File: config.mk
export PLATFORM = sky130hd
export DESIGN_NAME = add_seq_flat
export DESIGN_NICKNAME = d
export VERILOG_FILES = /design/src/rtl/add_seq_if.sv /design/src/rtl/add_seq.sv /design/src/flat_wrapper.sv
export SDC_FILE = /design/constraint.sdc
export NUM_CORES = 1
export LEC_CHECK = 0
export BUFFER_PORTS_ARGS = -buffer_cell sky130_fd_sc_hd__buf_2
export CORE_MARGIN = 2
export CORE_UTILIZATION = 49
export CTS_BUF_LIST = sky130_fd_sc_hd__clkbuf_8
export CTS_CLUSTER_DIAMETER = 40
export CTS_CLUSTER_SIZE = 28
export DETAILED_ROUTE_END_ITERATION = 7
export PLACE_DENSITY = 0.85
export SLEW_MARGIN = 15
export SYNTH_ARGS = -nofsm -noshare
export SYNTH_HDL_FRONTEND = slang
export SYNTH_SLANG_ARGS = --single-unit
File: constraint.sdc
create_clock -name clk -period 1.4 [get_ports clk]
set_input_delay 0.07 -clock clk [delete_from_list [all_inputs] [get_ports clk]]
set_output_delay 0.07 -clock clk [all_outputs]
set_load 0.01 [all_outputs]
File: src/rtl/add_seq_if.sv
// add_seq bus bundle: operand input port, adder control, result output port.
// slave is the sequencer's view, master is the surrounding environment's view.
interface add_seq_if #(
  parameter int W = 4
);
  logic         in_valid;
  logic         in_ready;
  logic [W-1:0] in_x;
  logic [W-1:0] in_y;
  logic         add_start;
  logic [W-1:0] add_x;
  logic [W-1:0] add_y;
  logic [W-1:0] add_z;
  logic         add_done;
  logic         out_valid;
  logic         out_ready;
  logic [W-1:0] out_z;
  logic         out_err;

  modport slave (
    input  in_valid, in_x, in_y,
    input  add_z, add_done,
    input  out_ready,
    output in_ready,
    output add_start, add_x, add_y,
    output out_valid, out_z, out_err
  );

  modport master (
    output in_valid, in_x, in_y,
    output add_z, add_done,
    output out_ready,
    input  in_ready,
    input  add_start, add_x, add_y,
    input  out_valid, out_z, out_err
  );
endinterface

File: src/rtl/add_seq.sv
// Operand sequencer / result collector around the serial adder.
// One op in flight; done-watchdog turns a hung adder into an error result.
module add_seq #(
  parameter int W       = 4,
  parameter int TIMEOUT = 15
) (
  input  logic       clk,
  input  logic       rst,
  add_seq_if.slave   bus,
  output logic       busy,
  output logic [7:0] ops_cnt
);

  typedef enum logic [1:0] {
    IDLE = 2'd0,
    RUN  = 2'd1,
    OUT  = 2'd2
  } state_t;

  localparam logic [7:0] WD_LAST = 8'(TIMEOUT - 1);

  state_t       state_q;
  logic         start_q;
  logic [W-1:0] x_q;
  logic [W-1:0] y_q;
  logic         valid_q;
  logic [W-1:0] z_q;
  logic         err_q;
  logic         busy_q;
  logic [7:0]   ops_q;
  logic [7:0]   wdog_q;
  logic         accept;

  // A done still high from the last op must not be mistaken for this one.
  assign bus.in_ready = (state_q == IDLE) && !bus.add_done;
  assign accept       = bus.in_valid && bus.in_ready;

  assign bus.add_start = start_q;
  assign bus.add_x     = x_q;
  assign bus.add_y     = y_q;
  assign bus.out_valid = valid_q;
  assign bus.out_z     = z_q;
  assign bus.out_err   = err_q;
  assign busy          = busy_q;
  assign ops_cnt       = ops_q;

  always_ff @(posedge clk or posedge rst) begin
    if (rst) begin
      state_q <= IDLE;
      start_q <= 1'b0;
      x_q     <= '0;
      y_q     <= '0;
      valid_q <= 1'b0;
      z_q     <= '0;
      err_q   <= 1'b0;
      busy_q  <= 1'b0;
      ops_q   <= 8'd0;
      wdog_q  <= 8'd0;
    end else begin
      unique case (state_q)
        IDLE: begin
          if (accept) begin
            x_q     <= bus.in_x;
            y_q     <= bus.in_y;
            start_q <= 1'b1;
            wdog_q  <= 8'd0;
            busy_q  <= 1'b1;
            state_q <= RUN;
          end
        end
        RUN: begin
          // done is tested first so it wins a tie with the timeout edge
          if (bus.add_done) begin
            z_q     <= bus.add_z;
            err_q   <= 1'b0;
            start_q <= 1'b0;
            valid_q <= 1'b1;
            state_q <= OUT;
          end else if (wdog_q == WD_LAST) begin
            z_q     <= '0;
            err_q   <= 1'b1;
            start_q <= 1'b0;
            valid_q <= 1'b1;
            wdog_q  <= wdog_q + 8'd1;
            state_q <= OUT;
          end else begin
            wdog_q <= wdog_q + 8'd1;
          end
        end
        OUT: begin
          if (bus.out_ready) begin
            valid_q <= 1'b0;
            busy_q  <= 1'b0;
            state_q <= IDLE;
            if (!err_q) begin
              ops_q <= ops_q + 8'd1;
            end
          end
        end
        default: begin
          state_q <= IDLE;
        end
      endcase
    end
  end

endmodule
File: src/flat_wrapper.sv
// flat-port wrapper written by rule: the top's interface ports become plain ports
module add_seq_flat 
#(
  parameter int W       = 4,
  parameter int TIMEOUT = 15
)
  (clk, rst, busy, ops_cnt, bus_in_valid, bus_in_x, bus_in_y, bus_add_z, bus_add_done, bus_out_ready, bus_in_ready, bus_add_start, bus_add_x, bus_add_y, bus_out_valid, bus_out_z, bus_out_err);
  add_seq_if #(.W(W)) bus_i ();
  input  logic clk;
  input  logic rst;
  output logic busy;
  output logic [7:0] ops_cnt;
  input wire logic [$bits(bus_i.in_valid)-1:0] bus_in_valid;
  input wire logic [$bits(bus_i.in_x)-1:0] bus_in_x;
  input wire logic [$bits(bus_i.in_y)-1:0] bus_in_y;
  input wire logic [$bits(bus_i.add_z)-1:0] bus_add_z;
  input wire logic [$bits(bus_i.add_done)-1:0] bus_add_done;
  input wire logic [$bits(bus_i.out_ready)-1:0] bus_out_ready;
  output wire logic [$bits(bus_i.in_ready)-1:0] bus_in_ready;
  output wire logic [$bits(bus_i.add_start)-1:0] bus_add_start;
  output wire logic [$bits(bus_i.add_x)-1:0] bus_add_x;
  output wire logic [$bits(bus_i.add_y)-1:0] bus_add_y;
  output wire logic [$bits(bus_i.out_valid)-1:0] bus_out_valid;
  output wire logic [$bits(bus_i.out_z)-1:0] bus_out_z;
  output wire logic [$bits(bus_i.out_err)-1:0] bus_out_err;
  assign bus_i.in_valid = bus_in_valid;
  assign bus_i.in_x = bus_in_x;
  assign bus_i.in_y = bus_in_y;
  assign bus_i.add_z = bus_add_z;
  assign bus_i.add_done = bus_add_done;
  assign bus_i.out_ready = bus_out_ready;
  assign bus_in_ready = bus_i.in_ready;
  assign bus_add_start = bus_i.add_start;
  assign bus_add_x = bus_i.add_x;
  assign bus_add_y = bus_i.add_y;
  assign bus_out_valid = bus_i.out_valid;
  assign bus_out_z = bus_i.out_z;
  assign bus_out_err = bus_i.out_err;
  add_seq #(.W(W), .TIMEOUT(TIMEOUT)) u_core (.clk(clk), .rst(rst), .bus(bus_i), .busy(busy), .ops_cnt(ops_cnt));
endmodule
; ---- Word level (Yosys, flattened, before mapping)
; Cells that the tools add are included.
; Widths: inputs -> output; s select.
[totals]
reg_bits = 34
output_inout_bits = 25
[op_classes]
n_addsub = 2
eq_ne = 7
mux = 20
bitwise_logic = 1
n_reduce_logical = 16
[op_table]
columns = operator, n
row1 = $reduce_and 3->1, 6
row2 = $add 8x1->8 const B, 2
row3 = $mux 8, 2
row4 = $pmux 8 s2, 1
row5 = $eq 8x4->1 const B, 1
row6 = $mux 2, 4
row7 = $mux 4, 2
row8 = $reduce_bool 2->1, 4
row9 = $mux 1, 7
row10 = $pmux 1 s2, 3
row11 = $pmux 2 s3, 1
row12 = $ne 2x2->1 const B, 2
row13 = $reduce_and 2->1, 2
row14 = $ne 3x2->1 const B, 1
row15 = $eq 2x1->1 const B, 1
row16 = $eq 2x2->1 const B, 1
row17 = $logic_and 1x1->1, 2
row18 = $logic_not 2->1, 1
row19 = $ne 2x1->1 const B, 1
row20 = $logic_not 1->1, 1
row21 = $not 1->1, 1

; ---- Logic depth before layout (Yosys ltp)
[depth]
ltp_word = 5
mapped_depth = 5

; ---- Least setup slack after synthesis
; No wires, ideal clock.
[synth_timing]
path_type = reg2reg
startpoint = register u_core.state_q[1]
endpoint = register u_core.wdog_q[3]
setup_time_ps = 141
arrival_time_ps = 1311
required_time_ps = 1259
slack_ps = -52
stages_incl_launch_ff = 6
path_cell_list = dfrtp_1 buf_6 or4b_4 buf_2 nand2_1 mux2i_1
[synth_between]
elab_chain_len = 5
[synth_lines]
columns = element, line
row1 = from (decl), add_seq.sv:22  ; state_t state_q;
row2 = from (signal assigned), add_seq.sv:49  ; state_q <= IDLE;
row3 = from (signal assigned), add_seq.sv:68  ; state_q <= RUN;
row4 = from (signal assigned), add_seq.sv:78  ; state_q <= OUT;
row5 = $logic_not 2->1, "add_seq.sv:35, add_seq.sv:60"
row6 = $logic_and 1x1->1, add_seq.sv:35  ; assign bus.in_ready = (state_q == IDLE) && !bus.add_done;
row7 = $logic_and 1x1->1, add_seq.sv:36  ; assign accept = bus.in_valid && bus.in_ready;
row8 = $ne 2x1->1 (no line), n/a
row9 = $reduce_and 3->1 (no line), n/a
row10 = to (signal assigned), add_seq.sv:84  ; wdog_q <= wdog_q + 8'd1;
row11 = to (signal assigned), add_seq.sv:87  ; wdog_q <= wdog_q + 8'd1;
row12 = to (decl), add_seq.sv:31  ; logic [7:0] wdog_q;
; Several ways; a longest one is shown, not always the timed one.
; A chain may end at the register's enable or synchronous reset.

; ---- Worst setup path in the final report
[layout_timing]
startpoint = register u_core.state_q[1]
endpoint = output port bus_in_ready
[layout_between]
elab_chain_len = 2
[layout_lines]
columns = element, line
row1 = $logic_not 2->1, add_seq.sv:35
row2 = $logic_and 1x1->1, add_seq.sv:35
row3 = to (decl), flat_wrapper.sv:19  ; output wire logic [$bits(bus_i.in_ready)-1:0] bus_in_ready;
; No other way between the ends.

==> impl_metrics.yaml <==
outcome:
  status: "finished, final reports clean"
critical_path:
  critPathMaxFanout: 6
  cp-start-kind: "flop"
  critPathRequiredTime_ns: 1.33
  crit_type: "flop to output pin"
  crit_arrival_ns: 1.33
  cp-end-kind: "output pin"
flow_run:
  drv_cap: 0
final_layout:
  final_cell_mix: "buf_2, nand2_1, dfrtp_1, buf_4, dlygate4sd3_1"
  antenna_cells: 0
  utilization_pct: 74.6
  layout_commonest_cell: "buf_2"
  nFillCells: 215
  finalNetCount: 251
  syn2layout_area_growth_pct: 44.0
  layoutNonFillerInstCount: 276
  drive_above_1_share_pct: 41.4
sta:
  worstMarginPinSlew_ns: 0.425
  max_freq_mhz: 715
  finClkSkew_ns: 0.0110
  slew_headroom_pct: 71.7
  fin_ws_ns: 0.00234
  period_needed_ns: 1.40
  finalMaxSlewViolations: 0
  hold_slack_ns: 0.00350
  rsz0062_at_grt: "true"
  min_period_over_period_pct: 99.8
  setup_viol: 0
  hold_violations: 0
routing:
  routedWlPerCell_um: 15.5
  drt-total-wl_um: 4290
  antenna_left: 0
  drc: 0
  drt_iter0_markers: 55
  first_pass_iters: 4
  vias: 1461
  via_per_inst: 5.29
synthesis:
  synth_cells: 155
  synthAdderAreaFrac_pct: 2.35
  yosys_warnings: 0
  avgSynthCellArea_um2: 10.3
  synthSimpleGateAreaFrac_pct: 22.9
  synth_compound_area_share_pct: 9.49
  ys_types: 39
  syn-cell-area_um2: 1600
  seq_area_frac_synth_pct: 53.3
  synth_top_family_by_area: "simple AND/OR/NAND/NOR gates"
  syn-num-nets: 175
  synth_xor_area_share_pct: 4.94
  synth.mux.area_fraction_pct: 2.59
  synth-seq-cells: 34
clocking:
  cts_tree: "yes"
  cts-root-buf: "clkbuf_8"
  cts_max_path_buffers: 2
  path_clk_slew_ns: 0.07
  insertion_delay_ns: 0.30
  h-tree-depth: 2
  cts_buffers: 5
  cts_num_sinks: 34
placed_design:
  port_buffers: 41
  dp_slack_ns: -0.0350
  dpl.hpwl_um: 2490
  dp_cells: 252
  gp_congestion: 0.755
floorplanning:
  die_area_um2: 3730
  die-width_um: 61.1
  io_pins: 42
  initial_utilization_pct: 51.8
  core_area_um2: 3080
  die_height_um: 61.1
  floorplan.rows: 20
power_and_ir_drop:
  p_leak_uw: 0.00115
  powerDensity_nw_per_um2: 1470
  total_power_uw: 3370
  irDropWorstVdd_mv: 0.961
global_route:
  grt_pass1_vias: 1448
  grt_overflow: 0
  antenna_found_initial: 0
  grt_max_degree: 35
  grt_pass1_wl_um: 6780
  grt_usage_pct: 25.8
min_path:
  hp-class: "input port to flop"
[through the flow]
stage / setup TNS [ns] / cell area, um2
after CTS: 0 / 2210
after detailed placement: -0.116 / 1940
after global routing: -0.404 / 2300
after floorplan: -0.0438 / 1600
final: 0 / 2300
after global placement: 0 / 1940
[flip-flops by register name, indices dropped and copies added (netlist names)]
register / count
u_core.bus.add_y: 4
u_core.bus.add_start: 1
u_core.state_q: 2
u_core.bus.out_z: 4
u_core.ops_cnt: 8
u_core.busy: 1
u_core.bus.out_valid: 1
u_core.wdog_q: 8
u_core.bus.out_err: 1
u_core.bus.add_x: 4
[cell type report]
type / instances / area [um2] / area share (%)
clock inverters: 2 / 12.5 / 0.545
multi-input cells: 108 / 773 / 33.7
clock buffers: 6 / 82.6 / 3.59
repair buffers: 74 / 489 / 21.3
well taps: 44 / 55.1 / 2.40
inverters: 8 / 30.0 / 1.31
flip-flops and latches: 34 / 855 / 37.2
[report_power, final]
group	total (uW)	leakage [uW]	switching, uW	internal (uW)
sequential	1440	0.000425	208	1230
combinational	1170	0.000676	585	588
clock	756	0.0000472	361	395
total	3370	0.00115	1150	2210
[what timing repair did]
action	4_1_cts	5_1_grt
resized for setup	7	20
setup endpoints to repair	12	29
buffers inserted	5	3
hold buffers	10	0
endpoints found under the hold margin	43	0
pin swaps	5	4
[worst max-delay path: stages, from the launching register on]
cell and delay [ns]:
dfrtp_2 0.45, or2_4 0.26, buf_6 0.13, nor2_2 0.07, buf_2 0.13
[kinds of logic (layout without fill, tap and decap cells)]
logic type / count (synthesis) / in the layout
multiplexers: 4 / 4
flip-flops: 34 / 34
AO/OA/AOI/OAI: 23 / 23
buffers and inverters: 13 / 90
XOR/XNOR: 9 / 9
AND/OR/NAND/NOR: 69 / 69
adder cells (fa/ha/maj): 3 / 3
[routing by layer]
metal,up-vias,global-route usage (%),share of wire [%]
li1,687,-,-
met1,712,32.6,40
met2,50,41.8,53
met3,12,8.40,4.9
met4,0,9.32,2.0
met5,-,0,0
[Yosys cell counts (all sizes together)]
| library cell | count | area [um2] |
|---|---|---|
| and3 | 2 | 12.5 |
| mux2i | 3 | 30.0 |
| nor2b | 1 | 6.26 |
| nor4 | 2 | 12.5 |
| nor2 | 3 | 11.3 |
| buf | 5 | 40.0 |
| and3b | 1 | 8.76 |
| xnor2 | 6 | 52.6 |
| ha | 3 | 37.5 |
| a21oi | 2 | 10.0 |
| o22ai | 1 | 6.26 |
| nand3b | 1 | 7.51 |
| nand2 | 36 | 135 |
| dfrtp | 34 | 851 |
| nand3 | 5 | 25.0 |
| nand4 | 5 | 31.3 |
| a21o | 2 | 15.0 |
| mux2 | 1 | 11.3 |
| a211oi | 1 | 7.51 |
| or2 | 1 | 6.26 |
| o21ai | 8 | 40.0 |
| or3 | 1 | 6.26 |
| nand2b | 3 | 18.8 |
| xor2 | 3 | 26.3 |
| nor4b | 1 | 15.0 |
| a22o | 1 | 8.76 |
| nor4bb | 1 | 10.0 |
| inv | 8 | 30.0 |
| nor3b | 3 | 22.5 |
| o211ai | 1 | 7.51 |
| o21a | 1 | 7.51 |
| o41ai | 1 | 8.76 |
| or4b | 2 | 23.8 |
| a21bo | 1 | 10.0 |
| a22oi | 4 | 30.0 |
| and4bb | 1 | 12.5 |
[path summary, 6_finish.rpt]
| check | end | startpoint | slack (ns) | cells past startpoint |
|---|---|---|---|---|
| worst max-delay path | bus_in_ready | u_core.state_q[1] | 0.002 | 4 |
| worst min-delay path | u_core.bus.out_z[2] | bus_add_z[2] | 0.003 | 3 |
| worst max register to register | u_core.wdog_q[5] | u_core.state_q[1] | 0.01 | 3 |
| worst min register to register | u_core.ops_cnt[7] | u_core.ops_cnt[7] | 0.46 | 1 |
| max in group asynchronous | u_core.state_q[0] | rst | 0.66 | 4 |
| min in group asynchronous | u_core.ops_cnt[6] | rst | 0.41 | 4 |
Note: power is estimated with default switching activity, not from simulation.
